## src/rtl/rgb_pwm_sequencer.sv

```systemverilog
// rgb_pwm_sequencer: SB_RGBA_DRV power-up sequencing and per-channel static/fade/blink PWM
// Config words are double-buffered and take effect on a PWM period boundary while running.
module rgb_pwm_sequencer #(
  parameter int PWM_BITS      = 8,
  parameter int PRESCALE_W    = 16,
  parameter int PWR_UP_CYCLES = 16
) (
  input  logic                  hw_clk,
  input  logic                  rst,
  input  logic                  en,
  input  logic                  cfg_valid,
  output logic                  cfg_ready,
  input  logic [PWM_BITS-1:0]   cfg_r,
  input  logic [PWM_BITS-1:0]   cfg_g,
  input  logic [PWM_BITS-1:0]   cfg_b,
  input  logic [1:0]            cfg_mode,
  input  logic [PRESCALE_W-1:0] cfg_prescale,
  output logic                  pwm_r,
  output logic                  pwm_g,
  output logic                  pwm_b,
  output logic                  curr_en,
  output logic                  led_en,
  output logic                  busy,
  output logic                  period_tick
);
  localparam int N  = PWM_BITS;
  localparam int CW = $clog2(PWR_UP_CYCLES + 1);
  localparam logic [N-1:0]  MAX     = '1;
  localparam logic [CW-1:0] SC_LAST = CW'(PWR_UP_CYCLES - 1);

  typedef enum logic [1:0] {OFF, STARTUP, RUN} state_t;

  state_t                state_q, state_d;
  logic [CW-1:0]         sc_q, sc_d;
  logic [PRESCALE_W-1:0] presc_q, presc_d, pre_q, pre_d, sh_pre_q;
  logic [N-1:0]          cnt_q, cnt_d, lvl_q, lvl_d;
  logic [N-1:0]          r_q, r_d, g_q, g_d, b_q, b_d, sh_r_q, sh_g_q, sh_b_q;
  logic [1:0]            mode_q, mode_d, sh_mode_q;
  logic                  up_q, up_d, pend_q, pend_d;
  logic                  run, tick, wrap, apply, accept;
  logic                  pwm_r_q, pwm_g_q, pwm_b_q, on_q, led_q, pt_q;

  function automatic logic [N-1:0] eff(input logic [N-1:0] d, l, input logic [1:0] m);
    logic [2*N-1:0] p;
    p = {{N{1'b0}}, d} * {{N{1'b0}}, l};
    return (m == 2'd1) ? p[2*N-1:N] : (m == 2'd2 && l == '0) ? '0 : d;
  endfunction

  always_comb begin
    run     = state_q == RUN && en;
    tick    = presc_q == pre_q;
    wrap    = run && tick && cnt_q == MAX;
    apply   = pend_q && (state_q != RUN || wrap);
    accept  = cfg_valid && !pend_q;
    state_d = !en ? OFF : state_q == OFF ? STARTUP :
              (state_q == STARTUP && sc_q != SC_LAST) ? STARTUP : RUN;
    sc_d    = (state_q == STARTUP && state_d == STARTUP) ? sc_q + 1'b1 : '0;
    presc_d = (run && !tick) ? presc_q + 1'b1 : '0;
    cnt_d   = run ? cnt_q + N'(tick) : '0;
    {r_d, g_d, b_d, mode_d, pre_d} = apply ? {sh_r_q, sh_g_q, sh_b_q, sh_mode_q, sh_pre_q}
                                           : {r_q, g_q, b_q, mode_q, pre_q};
    pend_d  = accept || (pend_q && !apply);
    lvl_d   = lvl_q;
    up_d    = up_q;
    // a mode change restarts the fade/blink pattern from dark
    if (!run || (wrap && mode_d != mode_q)) begin
      lvl_d = '0;
      up_d  = 1'b1;
    end else if (wrap && mode_q == 2'd1) begin
      lvl_d = up_q ? lvl_q + 1'b1 : lvl_q - 1'b1;
      up_d  = up_q ? (lvl_q != MAX - 1'b1) : (lvl_q == N'(1));
    end else if (wrap && mode_q == 2'd2) begin
      lvl_d = (lvl_q == '0) ? MAX : '0;
    end
  end

  always_ff @(posedge hw_clk or posedge rst) begin
    if (rst) begin
      state_q   <= OFF;
      sc_q      <= '0;
      presc_q   <= '0;
      cnt_q     <= '0;
      lvl_q     <= '0;
      up_q      <= 1'b1;
      pend_q    <= 1'b0;
      {r_q, g_q, b_q, mode_q, pre_q} <= '0;
      {sh_r_q, sh_g_q, sh_b_q, sh_mode_q, sh_pre_q} <= '0;
      {pwm_r_q, pwm_g_q, pwm_b_q, on_q, led_q, pt_q} <= '0;
    end else begin
      state_q   <= state_d;
      sc_q      <= sc_d;
      presc_q   <= presc_d;
      cnt_q     <= cnt_d;
      lvl_q     <= lvl_d;
      up_q      <= up_d;
      pend_q    <= pend_d;
      {r_q, g_q, b_q, mode_q, pre_q} <= {r_d, g_d, b_d, mode_d, pre_d};
      if (accept) {sh_r_q, sh_g_q, sh_b_q, sh_mode_q, sh_pre_q} <= {cfg_r, cfg_g, cfg_b, cfg_mode, cfg_prescale};
      pwm_r_q   <= state_d == RUN && cnt_d < eff(r_d, lvl_d, mode_d);
      pwm_g_q   <= state_d == RUN && cnt_d < eff(g_d, lvl_d, mode_d);
      pwm_b_q   <= state_d == RUN && cnt_d < eff(b_d, lvl_d, mode_d);
      on_q      <= state_d != OFF;
      led_q     <= state_d == RUN;
      pt_q      <= state_d == RUN && cnt_d == MAX && presc_d == pre_d;
    end
  end

  assign cfg_ready   = !pend_q;
  assign pwm_r       = pwm_r_q;
  assign pwm_g       = pwm_g_q;
  assign pwm_b       = pwm_b_q;
  assign curr_en     = on_q;
  assign busy        = on_q;
  assign led_en      = led_q;
  assign period_tick = pt_q;
endmodule

```

## config.mk

```make
export PLATFORM = sky130hd
export DESIGN_NAME = rgb_pwm_sequencer
export DESIGN_NICKNAME = d
export VERILOG_FILES = /design/src/rtl/rgb_pwm_sequencer.sv
export SDC_FILE = /design/constraint.sdc
export NUM_CORES = 1
export LEC_CHECK = 0
export CAP_MARGIN = 20
export CORE_ASPECT_RATIO = 1.4
export CORE_UTILIZATION = 40
export CTS_CLUSTER_DIAMETER = 120
export DETAILED_ROUTE_END_ITERATION = 8
export SYNTH_ARGS = -nofsm -noshare
export SYNTH_HDL_FRONTEND = slang
export SYNTH_SLANG_ARGS = --single-unit
```

## constraint.sdc

```tcl
create_clock -name hw_clk -period 10 [get_ports hw_clk]
set_input_delay 2 -clock hw_clk [delete_from_list [all_inputs] [get_ports hw_clk]]
set_output_delay 2 -clock hw_clk [all_outputs]
set_load 0.05 [all_outputs]
```

==> flow_summary.toml, run 1 <==
[clock_tree]
cts_resized = 0
post_cts_buffers = 0
cts.path.max_buffers = 2
path_clk_slew_ns = 0.07
hold_buffers = 0
tritoncts = "done"
insertion_delay_ns = 0.44
cts_sinks = 131
cts_root_buf = "clkbuf_16"
cts_made_buffers = 17
cts_max_level = 4

[route]
drtAntennaViolNets = 0
routedWlPerCell_um = 18.6
wl_mm = 32.3
dr.first_iter.drc_count = 668
route.detailed.drc = 0
vias_per_cell = 5.42
drtPass1Iterations = 6
vias = 9438

[logic_synthesis]
netlist_instances = 1270
avgSynthCellArea_um2 = 9.63
synth_compound_area_share_pct = 8.20
synthesis.area_um2 = 12200
synth_seq_area_share_pct = 26.8
async_reset_ff_share_pct = 100
synth-seq-cells = 131
synthMuxAreaShare_pct = 8.17
synthXorXnorAreaFrac_pct = 5.08
ys.warnings.count = 0
synth_adder_area_share_pct = 30.4
yosys.area_share.simple_pct = 14.6
yosys_most_used_dff = "dfrtp_1"
ys_types = 69
synth_top_family_by_area = "adder cells"
synth_largest_area_cell = "dfrtp_1"
synth_area_leaders = "dfrtp_1 27%, fa_1 17%, ha_1 13%"
synth_nets = 1550
synth_top_area_share_pct = 26.6
synth_edf_count = 0

[floorplan]
io_pins = 54
core_area_um2 = 30000
die_x_um = 150
initial_utilization_pct = 40.7
die-area_um2 = 31300
core.rowCount = 75
fp.dieH_um = 209

[worst_setup_path]
cp_data_arrival_time_ns = 9.56
cp_num_buf_inv = 9
crit_family = "adder cells"
cp_max_fo = 10
crit_type = "in2reg"
slowest_delay_ns = 0.57
crit_path_end_kind = "flop"
cp-start-kind = "input port"
required_ns = 10.30
slowest_stage = "clkdlybuf4s50_1"

[grt]
grt_max_degree = 85
grt_usage_pct = 22.1
antenna_found_initial = 1
gr-total-overflow = 0
grt_pass1_vias = 10077
grt_pass1_wl_mm = 52.8

[min_path]
hold_class = "reg2reg"

[job]
drv_cap = 0

[sta]
min_period_over_period_pct = 92.6
max_freq_mhz = 108
hold_viol = 0
drv_slew = 0
rsz0062_at_grt = "no"
fin_ws_ns = 0.741
worstMarginPinSlew_ns = 0.825
maxSlewHeadroom_pct = 45.0
fin_crit_ns = 9.26
skew_ns = 0.0136
timing.hold.ws_ns = 0.461
tns_ns = 0
finalSetupViolCount = 0

[cells_and_area]
drive_above_1_share_pct = 12.2
area_growth_pct = 14.8
nNetsFinal = 1623
antenna_cells = 0

[placement]
gp_congestion = 0.918
post-place-ws_ns = 0.338
hpwlAfterDp_mm = 25.5
port-buffer-count = 53

[power]
ir_drop_mv = 0.0911
power_leakage_nw = 7.09
pwr_density_cell_nw_per_um2 = 191
total_power_mw = 2.68

[status]
outcome = "finished clean"
## routing by layer
layer | track usage (%) | wire length (um) | up-vias | part of all wire [%]
li1 | - | - | 4372 | -
met1 | 24.8 | 12600 | 4727 | 39
met2 | 40.7 | 17300 | 265 | 53
met3 | 3.54 | 1230 | 72 | 3.8
met4 | 9.20 | 1150 | 2 | 3.6
met5 | 0 | 9 | - | 0.028
## layout by cell type, fill, tap and decap left out, types with 3 or more instances in the layout
cell type          n
a22oi_1           17
o21ai_2            3
clkbuf_16         17
clkinv_2           4
buf_4             46
fa_1             105
nand3_1           28
or3_1              9
xor2_1            28
o21a_1             5
a21oi_1           31
nor3_1            13
and2_1             3
bufinv_16          4
nand2b_1           8
o21ai_1            3
mux2i_1           29
and4_1             4
inv_1            166
o21ai_0           19
nand3b_1           4
nor4_1            10
nor2_1           202
a31oi_1            7
dfrtp_1          130
nand2_1           67
ha_1             129
xnor2_1           43
o31ai_1            3
clkbuf_1           4
nand4_1           18
and3_1             6
mux2_2            63
clkdlybuf4s50_1   53
nor2b_1            7
a21o_1            11
o211ai_1           3
## Yosys cell counts, drive strengths merged (11+ instances only)
cell type / number
mux2: 63
xnor2: 43
buf: 12
inv: 168
xor2: 28
nor4: 12
nand3: 29
nand4: 18
o21ai: 25
a22oi: 17
nand2: 68
fa: 105
a21oi: 32
nor2: 202
dfrtp: 130
nor3: 15
a21o: 11
clkbuf: 33
ha: 129
mux2i: 29
## report_power, final
part	total (mW)	leakage, nW	internal [mW]	switching (mW)
Clock	0.669	0.302	0.423	0.246
Sequential	0.829	1.63	0.711	0.118
Combinational	1.19	5.16	0.476	0.711
Total	2.68	7.09	1.61	1.07
## state kept, by name, summed over array words and instances, names as in the netlist, 5 cells and up
register / count
r_q: 8
presc_q: 16
pre_q: 16
g_q: 8
sh_g_q: 8
sh_pre_q: 16
sc_q: 5
cnt_q: 8
sh_b_q: 8
sh_r_q: 8
lvl_q: 8
b_q: 8
## cells by family after synthesis
group,count (synthesis)
fa+ha+maj,234
compound gates,136
simple gates,393
buf+inv,213
mux,92
flops,131
xor+xnor,71
## path summary, 6_finish.rpt
check | startpoint | depth (start not counted) | to | slack (ns)
setup / recovery | en | 33 | pwm_g$_DFF_PP0_ | 0.74
hold / removal | sc_q[0]$_DFF_PP0_ | 1 | sc_q[0]$_DFF_PP0_ | 0.46
setup reg to reg | presc_q[12]$_DFF_PP0_ | 30 | pwm_g$_DFF_PP0_ | 1.46
hold reg to reg | sc_q[0]$_DFF_PP0_ | 1 | sc_q[0]$_DFF_PP0_ | 0.46
max in group asynchronous | rst | 3 | busy$_DFF_PP0_ | 6.69
min in group asynchronous | rst | 2 | sh_r_q[2]$_DFFE_PP0P_ | 2.09
## area by class of cell
cell class,count,area (um2)
Timing Repair Buffer,99,876
Fill cell,2837,16000
Inverter,168,636
Tap cell,385,482
Clock inverter,10,158
Clock buffer,22,454
Multi-Input combinational cell,926,8150
Sequential cell,131,3280
## stage by stage
step           instance area (um2)  std cells  util, %
2_1_floorplan                12200       1270        -
3_3_place_gp                 13400       1709     44.7
3_5_place_dp                 13400       1709     44.7
4_1_cts                      14000       1741     46.7
5_1_grt                      14000       1741     46.7
6_report                     14000       1741     46.7
## worst register-to-register path, delay by kind of cell, from the launching register on
kind                       cells  cell delay [ns]
AOI/OAI and AO/OA              7             1.64
xor gates and xnor gates       1             0.20
adders and majority gates      6             2.66
buffers and inverters          6             1.01
DFF                            1             0.43
muxes                          2             0.75
and+or+nand+nor                8             1.71
Note: power is estimated with default switching activity, not from simulation.
==> run 2, diff against run 1 <==
- RECOVER_POWER: not set -> 100
==> run 2 against run 1 <==
Against the previous run: the run now ends with max-capacitance violations, max-slew violations left; cell count did not move; register-to-register slack worse by 0.08 ns; critical path depth did not move; combinational power down 5%; hold slack hardly changed; non-clock buffer count is the same; via count decreased by 0.23%; fmax is 0.75% lower; highest routed layer unchanged.
==> flow_summary.toml, run 2 (synthesized netlist as in run 1, its figures left out) <==
[status]
outcome = "finished with violations"
violations = "max-capacitance violations, max-slew violations"

[power]
seq_power_share_pct = 31.5
power_leakage_nw = 7.01
power_frac_clock_pct = 25.6
p_sw_share_pct = 40.8
pwr_density_cell_nw_per_um2 = 189
p_int_mw = 1.55
ir_drop_mv = 0.0906
combPwrFrac_pct = 42.9
p_switching_mw = 1.07

[worst_setup_path]
slowest_stage = "dlygate4sd3_1"
required_ns = 10.30
crit_type = "in2reg"
cp_num_buf_inv = 9
crit_family = "adder cells"
reg2reg_setup_slack_ns = 1.38
cp_data_arrival_time_ns = 9.63
slowest_delay_ns = 0.65
cp_max_fo = 10
crit_path_end_kind = "flop"
cp-start-kind = "input port"

[placement]
port-buffer-count = 53
post-place-ws_ns = 0.338
gp_congestion = 0.918
post_dp_cell_area_um2 = 13400
hpwlAfterDp_mm = 25.5

[sta]
worstMarginPinSlew_ns = 4.07
maxSlewHeadroom_pct = -173
hold_viol = 0
tns_ns = 0
fin_ws_ns = 0.671
finalSetupViolCount = 0
rsz0062_at_grt = "no"
min_period_over_period_pct = 93.3
max_freq_mhz = 107
drv_slew = 169
skew_ns = 0.0127
fin_crit_ns = 9.33

[min_path]
hold_class = "reg2reg"

[clock_tree]
cts_sinks = 131
post_cts_buffers = 0
cts.path.max_buffers = 2
insertion_delay_ns = 0.43
cts_max_level = 4
cts_root_buf = "clkbuf_16"
cts_resized = 0
hold_buffers = 0
tritoncts = "done"
cts_made_buffers = 17
path_clk_slew_ns = 0.07

[route]
route.detailed.drc = 0
wl_mm = 32.3
drtAntennaViolNets = 0
routedWlPerCell_um = 18.6
drtPass1Iterations = 5
dr.first_iter.drc_count = 611
vias_per_cell = 5.41
vias = 9416

[floorplan]
io_pins = 54
die_x_um = 150
initial_utilization_pct = 40.7
core_area_um2 = 30000
core.rowCount = 75
fp.dieH_um = 209
die-area_um2 = 31300

[cells_and_area]
design_area_um2 = 13900
nNetsFinal = 1623
regArea_um2 = 3280
multi_input_area_um2 = 8120
mostFrequentLayoutCell = "nor2_1"
area_growth_pct = 13.8
fin_util_pct = 46.4
final_cell_mix = "202 x nor2_1, 167 x inv_1, 130 x dfrtp_1, 129 x ha_1, 105 x fa_1"
drive_above_1_share_pct = 9.22
antenna_cells = 0
fill_cells = 2862

[grt]
gr-total-overflow = 0
grt_pass1_wl_mm = 52.8
grt_pass1_vias = 10077
antenna_found_initial = 2
grt_usage_pct = 22.1
grt_max_degree = 85

[job]
drv_cap = 3
run 2: cell count changes in the layout (fill, tap and decap cells not counted), moves of 11 or more:
cell	delta
clkdlybuf4s50_1	-11
mux2_2	-14
clkbuf_1	+22
mux2_1	+14
buf_4	-22
dlygate4sd3_1	+11
run 2: worst paths after layout:
| check | end | start | depth (start not counted) |
|---|---|---|---|
| max | pwm_g$_DFF_PP0_ | en | 33 |
| min | sc_q[0]$_DFF_PP0_ | sc_q[0]$_DFF_PP0_ | 1 |
| max reg2reg | pwm_g$_DFF_PP0_ | presc_q[12]$_DFF_PP0_ | 31 |
| min reg2reg | sc_q[0]$_DFF_PP0_ | sc_q[0]$_DFF_PP0_ | 1 |
| max in group asynchronous | busy$_DFF_PP0_ | rst | 3 |
| min in group asynchronous | sh_pre_q[3]$_DFFE_PP0P_ | rst | 2 |
run 2: routing by layer:
metal / vias to the layer above / part of all wire, % / track usage [%]
li1: 4370 / - / -
met1: 4724 / 39 / 24.8
met2: 242 / 54 / 40.7
met3: 78 / 3.8 / 3.54
met4: 2 / 3.7 / 9.20
met5: - / 0.028 / 0
run 2: metrics by stage:
step / total power, mW / hold slack (ns) / std cells
after floorplan: 1.57 / 0.433 / 1270
after global placement: 2.02 / 0.452 / 1709
after detailed placement: 2.03 / 0.455 / 1709
after CTS: 2.70 / 0.463 / 1741
after global routing: 2.78 / 0.502 / 1741
final: 2.63 / 0.462 / 1741
run 2: power groups by stage:
stage | Clock, mW | Sequential (mW) | Combinational (mW)
after detailed placement | 0 | 0.840 | 1.19
after CTS | 0.679 | 0.832 | 1.19
final | 0.671 | 0.828 | 1.13
after floorplan | 0 | 0.785 | 0.786
after global placement | 0 | 0.837 | 1.18
after global routing | 0.706 | 0.850 | 1.23
run 2: final cells by class:
cell class	count	share of cell area, %
Tap cell	385	3.46
Clock buffer	22	3.26
Timing Repair Buffer	99	5.70
Sequential cell	131	23.6
Inverter	168	4.54
Multi-Input combinational cell	926	58.4
Clock inverter	10	1.13
